## src/rtl/pcm_port_arbiter_pkg.sv

```systemverilog
// Shared types and widths for the PCM port arbiter slice.
package pcm_arb_pkg;

    localparam int unsigned CPU_AW     = 20;
    localparam int unsigned DATA_W     = 16;
    localparam int unsigned DEF_MEM_AW = 11;

    typedef enum logic [1:0] {
        ST_IDLE,
        ST_ISSUE,
        ST_WAIT,
        ST_DONE
    } arb_state_t;

endpackage

```

## src/rtl/pcm_port_arbiter_if.sv

```systemverilog
// CPU request bus plus PCM memory bus seen by the arbiter.
interface pcm_port_arbiter_if
    import pcm_arb_pkg::*;
#(
    parameter int unsigned NUM_REQ = 4,
    parameter int unsigned MEM_AW  = DEF_MEM_AW
);

    logic [NUM_REQ-1:0]             req;
    logic [NUM_REQ-1:0]             req_we;
    logic [NUM_REQ-1:0][CPU_AW-1:0] req_addr;
    logic [NUM_REQ-1:0][DATA_W-1:0] req_wdata;
    logic [NUM_REQ-1:0]             ready;
    logic [NUM_REQ-1:0]             err;
    logic [DATA_W-1:0]              rdata;

    logic                           mem_chipselect;
    logic                           mem_clken;
    logic                           mem_write;
    logic [MEM_AW-1:0]              mem_address;
    logic [DATA_W-1:0]              mem_writedata;
    logic [1:0]                     mem_byteenable;
    logic [DATA_W-1:0]              mem_readdata;

    // Requesters and memory side.
    modport master (
        output req, req_we, req_addr, req_wdata, mem_readdata,
        input  ready, err, rdata,
        input  mem_chipselect, mem_clken, mem_write, mem_address,
        input  mem_writedata, mem_byteenable
    );

    // Arbiter side.
    modport slave (
        input  req, req_we, req_addr, req_wdata, mem_readdata,
        output ready, err, rdata,
        output mem_chipselect, mem_clken, mem_write, mem_address,
        output mem_writedata, mem_byteenable
    );

endinterface

```

## src/rtl/pcm_port_arbiter_rr_pick.sv

```systemverilog
// Combinational round-robin selector: search starts one past last_grant.
module rr_pick #(
    parameter int unsigned NUM_REQ = 4,
    parameter int unsigned IDW     = 2
) (
    input  logic [NUM_REQ-1:0] req,
    input  logic [IDW-1:0]     last_grant,
    output logic [NUM_REQ-1:0] grant,
    output logic               valid
);

    logic [IDW-1:0] idx;

    // Walk requesters from last_grant+1 around to last_grant, first hit wins.
    always_comb begin
        grant = '0;
        valid = 1'b0;
        idx   = '0;
        for (int unsigned i = 1; i <= NUM_REQ; i++) begin
            idx = IDW'((32'(last_grant) + i) % NUM_REQ);
            if (!valid && req[idx]) begin
                grant[idx] = 1'b1;
                valid      = 1'b1;
            end
        end
    end

endmodule

```

## src/rtl/pcm_port_arbiter.sv

```systemverilog
// Round-robin arbiter sharing one PCM memory port among NUM_REQ CPUs.
module pcm_port_arbiter
    import pcm_arb_pkg::*;
#(
    parameter int unsigned NUM_REQ     = 4,
    parameter int unsigned MEM_LATENCY = 1,
    parameter int unsigned MEM_AW      = DEF_MEM_AW
) (
    input  logic                clk,
    input  logic                reset,
    pcm_port_arbiter_if.slave   bus,
    output logic                busy,
    output logic [1:0]          grant_id
);

    localparam int unsigned IDW = (NUM_REQ > 1) ? $clog2(NUM_REQ) : 1;

    arb_state_t          state, state_nx;
    logic [IDW-1:0]      last_grant;
    logic [IDW-1:0]      cur_id;
    logic                lat_we;
    logic                lat_err;
    logic [MEM_AW-1:0]   lat_addr;
    logic [DATA_W-1:0]   lat_wdata;
    logic [DATA_W-1:0]   rdata_q;
    logic [1:0]          wait_cnt;

    logic [NUM_REQ-1:0]  pick_oh;
    logic                pick_valid;
    logic [IDW-1:0]      pick_id;
    logic                sel_we;
    logic [CPU_AW-1:0]   sel_addr;
    logic [DATA_W-1:0]   sel_wdata;
    logic                sel_oor;

    rr_pick #(
        .NUM_REQ (NUM_REQ),
        .IDW     (IDW)
    ) u_rr_pick (
        .req        (bus.req),
        .last_grant (last_grant),
        .grant      (pick_oh),
        .valid      (pick_valid)
    );

    // One-hot grant to index.
    always_comb begin
        pick_id = '0;
        for (int unsigned i = 0; i < NUM_REQ; i++) begin
            if (pick_oh[i]) pick_id = IDW'(i);
        end
    end

    assign sel_we    = bus.req_we[pick_id];
    assign sel_addr  = bus.req_addr[pick_id];
    assign sel_wdata = bus.req_wdata[pick_id];
    assign sel_oor   = |sel_addr[CPU_AW-1:MEM_AW];

    assign bus.rdata          = rdata_q;
    assign bus.mem_writedata  = lat_wdata;
    assign bus.mem_byteenable = 2'b11;
    assign busy               = (state != ST_IDLE);
    assign grant_id           = 2'(cur_id);

    // State register.
    always_ff @(posedge clk or negedge reset) begin
        if (!reset) state <= ST_IDLE;
        else        state <= state_nx;
    end

    // Request latch, grant history, latency counter and read-data capture.
    always_ff @(posedge clk or negedge reset) begin
        if (!reset) begin
            last_grant <= IDW'(NUM_REQ - 1);
            cur_id     <= '0;
            lat_we     <= 1'b0;
            lat_err    <= 1'b0;
            lat_addr   <= '0;
            lat_wdata  <= '0;
            rdata_q    <= '0;
            wait_cnt   <= '0;
        end else begin
            case (state)
                ST_IDLE: begin
                    if (pick_valid) begin
                        last_grant <= pick_id;
                        cur_id     <= pick_id;
                        lat_we     <= sel_we;
                        lat_err    <= sel_oor;
                        lat_addr   <= sel_addr[MEM_AW-1:0];
                        lat_wdata  <= sel_wdata;
                        // Cleared per transaction so errored accesses return zero.
                        rdata_q    <= '0;
                    end
                end
                ST_ISSUE: wait_cnt <= 2'(MEM_LATENCY - 1);
                ST_WAIT: begin
                    if (wait_cnt == '0) rdata_q  <= bus.mem_readdata;
                    else                wait_cnt <= wait_cnt - 2'd1;
                end
                default: ;
            endcase
        end
    end

    // Next-state and memory/handshake output decode.
    always_comb begin
        state_nx           = state;
        bus.mem_chipselect = 1'b0;
        bus.mem_clken      = 1'b0;
        bus.mem_write      = 1'b0;
        bus.mem_address    = '0;
        bus.ready          = '0;
        bus.err            = '0;
        case (state)
            ST_IDLE: begin
                if (pick_valid) state_nx = sel_oor ? ST_DONE : ST_ISSUE;
            end
            ST_ISSUE: begin
                bus.mem_chipselect = 1'b1;
                bus.mem_clken      = 1'b1;
                bus.mem_write      = lat_we;
                bus.mem_address    = lat_addr;
                state_nx           = lat_we ? ST_DONE : ST_WAIT;
            end
            ST_WAIT: begin
                bus.mem_clken   = 1'b1;
                bus.mem_address = lat_addr;
                if (wait_cnt == '0) state_nx = ST_DONE;
            end
            ST_DONE: begin
                bus.ready[cur_id] = 1'b1;
                bus.err[cur_id]   = lat_err;
                state_nx          = ST_IDLE;
            end
            default: state_nx = ST_IDLE;
        endcase
    end

endmodule

```

## src/flat_wrapper.sv

```systemverilog
// flat-port wrapper written by rule: the top's interface ports become plain ports
module pcm_port_arbiter_flat import pcm_arb_pkg::*;
#(
    parameter int unsigned NUM_REQ     = 4,
    parameter int unsigned MEM_LATENCY = 1,
    parameter int unsigned MEM_AW      = DEF_MEM_AW
)
  (clk, reset, busy, grant_id, bus_req, bus_req_we, bus_req_addr, bus_req_wdata, bus_mem_readdata, bus_ready, bus_err, bus_rdata, bus_mem_chipselect, bus_mem_clken, bus_mem_write, bus_mem_address, bus_mem_writedata, bus_mem_byteenable);
  pcm_port_arbiter_if #(.NUM_REQ(NUM_REQ), .MEM_AW(MEM_AW)) bus_i ();
  input  logic clk;
  input  logic reset;
  output logic busy;
  output logic [1:0] grant_id;
  input wire logic [$bits(bus_i.req)-1:0] bus_req;
  input wire logic [$bits(bus_i.req_we)-1:0] bus_req_we;
  input wire logic [$bits(bus_i.req_addr)-1:0] bus_req_addr;
  input wire logic [$bits(bus_i.req_wdata)-1:0] bus_req_wdata;
  input wire logic [$bits(bus_i.mem_readdata)-1:0] bus_mem_readdata;
  output wire logic [$bits(bus_i.ready)-1:0] bus_ready;
  output wire logic [$bits(bus_i.err)-1:0] bus_err;
  output wire logic [$bits(bus_i.rdata)-1:0] bus_rdata;
  output wire logic [$bits(bus_i.mem_chipselect)-1:0] bus_mem_chipselect;
  output wire logic [$bits(bus_i.mem_clken)-1:0] bus_mem_clken;
  output wire logic [$bits(bus_i.mem_write)-1:0] bus_mem_write;
  output wire logic [$bits(bus_i.mem_address)-1:0] bus_mem_address;
  output wire logic [$bits(bus_i.mem_writedata)-1:0] bus_mem_writedata;
  output wire logic [$bits(bus_i.mem_byteenable)-1:0] bus_mem_byteenable;
  assign bus_i.req = bus_req;
  assign bus_i.req_we = bus_req_we;
  assign bus_i.req_addr = bus_req_addr;
  assign bus_i.req_wdata = bus_req_wdata;
  assign bus_i.mem_readdata = bus_mem_readdata;
  assign bus_ready = bus_i.ready;
  assign bus_err = bus_i.err;
  assign bus_rdata = bus_i.rdata;
  assign bus_mem_chipselect = bus_i.mem_chipselect;
  assign bus_mem_clken = bus_i.mem_clken;
  assign bus_mem_write = bus_i.mem_write;
  assign bus_mem_address = bus_i.mem_address;
  assign bus_mem_writedata = bus_i.mem_writedata;
  assign bus_mem_byteenable = bus_i.mem_byteenable;
  pcm_port_arbiter #(.NUM_REQ(NUM_REQ), .MEM_LATENCY(MEM_LATENCY), .MEM_AW(MEM_AW)) u_core (.clk(clk), .reset(reset), .bus(bus_i), .busy(busy), .grant_id(grant_id));
endmodule
```

## config.mk

```make
export PLATFORM = sky130hd
export DESIGN_NAME = pcm_port_arbiter_flat
export DESIGN_NICKNAME = d
export VERILOG_FILES = /design/src/rtl/pcm_port_arbiter_pkg.sv /design/src/rtl/pcm_port_arbiter_if.sv /design/src/rtl/pcm_port_arbiter_rr_pick.sv /design/src/rtl/pcm_port_arbiter.sv /design/src/flat_wrapper.sv
export SDC_FILE = /design/constraint.sdc
export NUM_CORES = 1
export LEC_CHECK = 0
export CELL_PAD_IN_SITES_DETAIL_PLACEMENT = 1
export CELL_PAD_IN_SITES_GLOBAL_PLACEMENT = 1
export CORE_MARGIN = 2
export CORE_UTILIZATION = 25
export CTS_CLUSTER_DIAMETER = 30
export CTS_CLUSTER_SIZE = 20
export DETAILED_ROUTE_END_ITERATION = 16
export PLACE_DENSITY = 0.79
export SLEW_MARGIN = 20
export SYNTH_ARGS = -nofsm -noshare
export SYNTH_HDL_FRONTEND = slang
export SYNTH_HIERARCHICAL = 1
export SYNTH_SLANG_ARGS = --single-unit
```

## constraint.sdc

```tcl
create_clock -name clk -period 4.4 [get_ports clk]
set_clock_uncertainty 0.15 [all_clocks]
set_input_delay 0.88 -clock clk [delete_from_list [all_inputs] [get_ports clk]]
set_output_delay 0.88 -clock clk [all_outputs]
set_load 0.02 [all_outputs]
```

==> run_results.csv <==
group,metric,value,unit
worst_setup_path,critPathKind,"reg -> reg",
placement,dp_hpwl,11.0,mm
cts,ctsHoldBuffers,0,
pwr,ir_drop,0.384,mV
timing,tns,0,ns
timing,period_needed,3.77,ns
floorplan,die_h,120,um
timing,final-max-slew-violation-count,0,
placement,dpl_cell_area,0.00578,mm2
pwr,p_per_area,715,mW/mm2
finish,nets,758,
synth,syn_inst,361,
run,maxCapViolations,0,
worst_setup_path,worstPathRequired,4.46,ns
grt,grt_first_pass_wirelength,21.6,mm
pwr,power.internal,2.23,mW
timing,period_share,85.6,%
finish,layout_common_cells,"clkdlybuf4s50_1 (225), dfrtp_1 (51), o21ai_1 (38)",
worst_setup_path,endpoint_kind,"flip-flop",
synth,avgSynthCellArea,9.31,um2
grt,grt_usage,19.0,%
cts,cts_tree,"done",
cts,clk_path_buf_depth,2,
cts,clk_latency,0.29,ns
finish,area_growth_syn_to_layout,76.7,%
pwr,power.clock.fraction,9.8,%
pwr,power.switching,2.02,mW
grt,grt_max_degree,34,
synth,syn_area,0.00336,mm2
pwr,seq_power_share,21.3,%
worst_setup_path,start_kind,"flip-flop",
finish,num_antenna_cells,0,
cts,ctsHtreeMaxLevel,2,
timing,worst_hold_slack,0.335,ns
detailed_routing,wl_per_cell,18.7,um
timing,tightest_slew,0.935,ns
floorplan,fp.dieArea,0.0144,mm2
detailed_routing,drtIter0Drc,146,
finish,layout.cells.most_common,"clkdlybuf4s50_1",
worst_setup_path,arrival,3.83,ns
floorplan,start_util,25.5,%
timing,fmax,266,MHz
timing,max_slew_margin,37.6,%
finish,final_util,45.0,%
min_path,min_path_cells,2,
min_path,hp-class,"reg -> reg",
floorplan,dieWidth,120,um
detailed_routing,dr_total_vias,3720,
grt,antenna_found_initial,0,
placement,io_buffers,226,
floorplan,io_pins,229,
pwr,swShare,47.6,%
worst_setup_path,path_cells,"inv_1 > ha_1 > mux2_2 > nand4_1 > o21ai_0 > a221o_1 > inv_2 > nand2_1 > nor2_2 > buf_4 > o221ai_1 > o21ai_1",
synth,ys_warn_count,6,
detailed_routing,vias_per_cell,4.95,
worst_setup_path,max_stage_delay,0.68,ns
worst_setup_path,reg2reg_depth,12,
cts,cts.sinks,53,
placement,place.gp.congestion,0.829,
detailed_routing,first_pass_iters,4,
cts,cts_buffers,5,
timing,setup_viol,0,
detailed_routing,wirelength,14.1,mm
floorplan,core_area,0.0132,mm2
pwr,p_leak,2.40,nW
pwr,p_comb_share,68.9,%
worst_setup_path,cp_slowest_cell,"dfstp_2",
grt,grt_pass1_vias,4048,
pwr,power,4.25,mW
grt,grt_overflow,0,
finish,layout-drive-gt1-share,5.90,%
timing,hold_viol_final,0,
cts,cts_resized,0,
finish,stdcell_area,0.00594,mm2
floorplan,row_count,42,
worst_setup_path,cp_max_fo,19,
status,status,"complete, no violations",
cts,postCtsSetupRepairBufs,0,
detailed_routing,drtAntennaViolNets,0,
detailed_routing,drc,0,
cts,root_buffer,"clkbuf_16",
cts,path_clk_slew,0.07,ns
timing,rsz0062_at_grt,"false",
-- stage by stage --
| step | setup slack, ns | cells |
|---|---|---|
| finish | 0.634 | 752 |
| global route | 0.359 | 752 |
| CTS | 0.611 | 752 |
| detailed placement | 0.370 | 744 |
| global placement | 0.509 | 744 |
| floorplan | 1.16 | 362 |
-- worst paths after layout --
check / startpoint / slack (ns) / end
max in group asynchronous: reset / 2.86 / u_core/lat_addr[5]
worst max register to register: u_core/last_grant[1] / 0.63 / u_core/bus.mem_writedata[11]
worst max-delay path: u_core/last_grant[1] / 0.63 / u_core/bus.mem_writedata[11]
worst min-delay path: u_core/lat_addr[7] / 0.34 / u_core/lat_addr[7]
worst min register to register: u_core/lat_addr[7] / 0.34 / u_core/lat_addr[7]
min in group asynchronous: reset / 0.41 / u_core/bus.mem_writedata[9]
-- final cells by class --
class,count,area (um2)
Tap cell,176,220
Timing Repair Buffer,233,2310
Sequential cell,53,1330
Fill cell,1498,7250
Inverter,15,56.3
Clock inverter,1,5.00
Multi-Input combinational cell,267,1870
Clock buffer,7,153
-- power by group through the flow --
stage | Clock (mW) | Combinational [mW] | Sequential, mW
after floorplan | 0 | 1.63 | 1.03
after global placement | 0 | 2.83 | 0.900
after detailed placement | 0 | 2.94 | 0.916
after CTS | 0.432 | 2.95 | 0.907
after global routing | 0.453 | 3.17 | 0.935
final | 0.418 | 2.93 | 0.905
-- registers in the layout, summed over array words and instances (netlist names) --
signal,count
u_core/bus.mem_writedata,16
u_core/bus.rdata,16
u_core/grant_id,2
u_core/last_grant,2
u_core/lat_addr,11
u_core/lat_err,1
u_core/lat_we,1
u_core/state,2
u_core/wait_cnt,2
-- critical path: cells and delay by family, from the launching register on --
family | cells | cell delay (ns)
compound gates | 4 | 0.90
fa+ha+maj | 1 | 0.42
buf+inv | 3 | 0.73
flops | 1 | 0.68
mux | 1 | 0.37
simple gates | 3 | 0.42
-- per-layer routing --
metal | track usage, % | part of all wire, % | vias to the layer above
met5 | 0 | 0 | -
met4 | 2.72 | 0.56 | 0
met3 | 4.23 | 7.9 | 6
met2 | 36.1 | 52 | 141
met1 | 22.0 | 39 | 1808
li1 | - | - | 1765
Power figures use the tool's default switching activity.
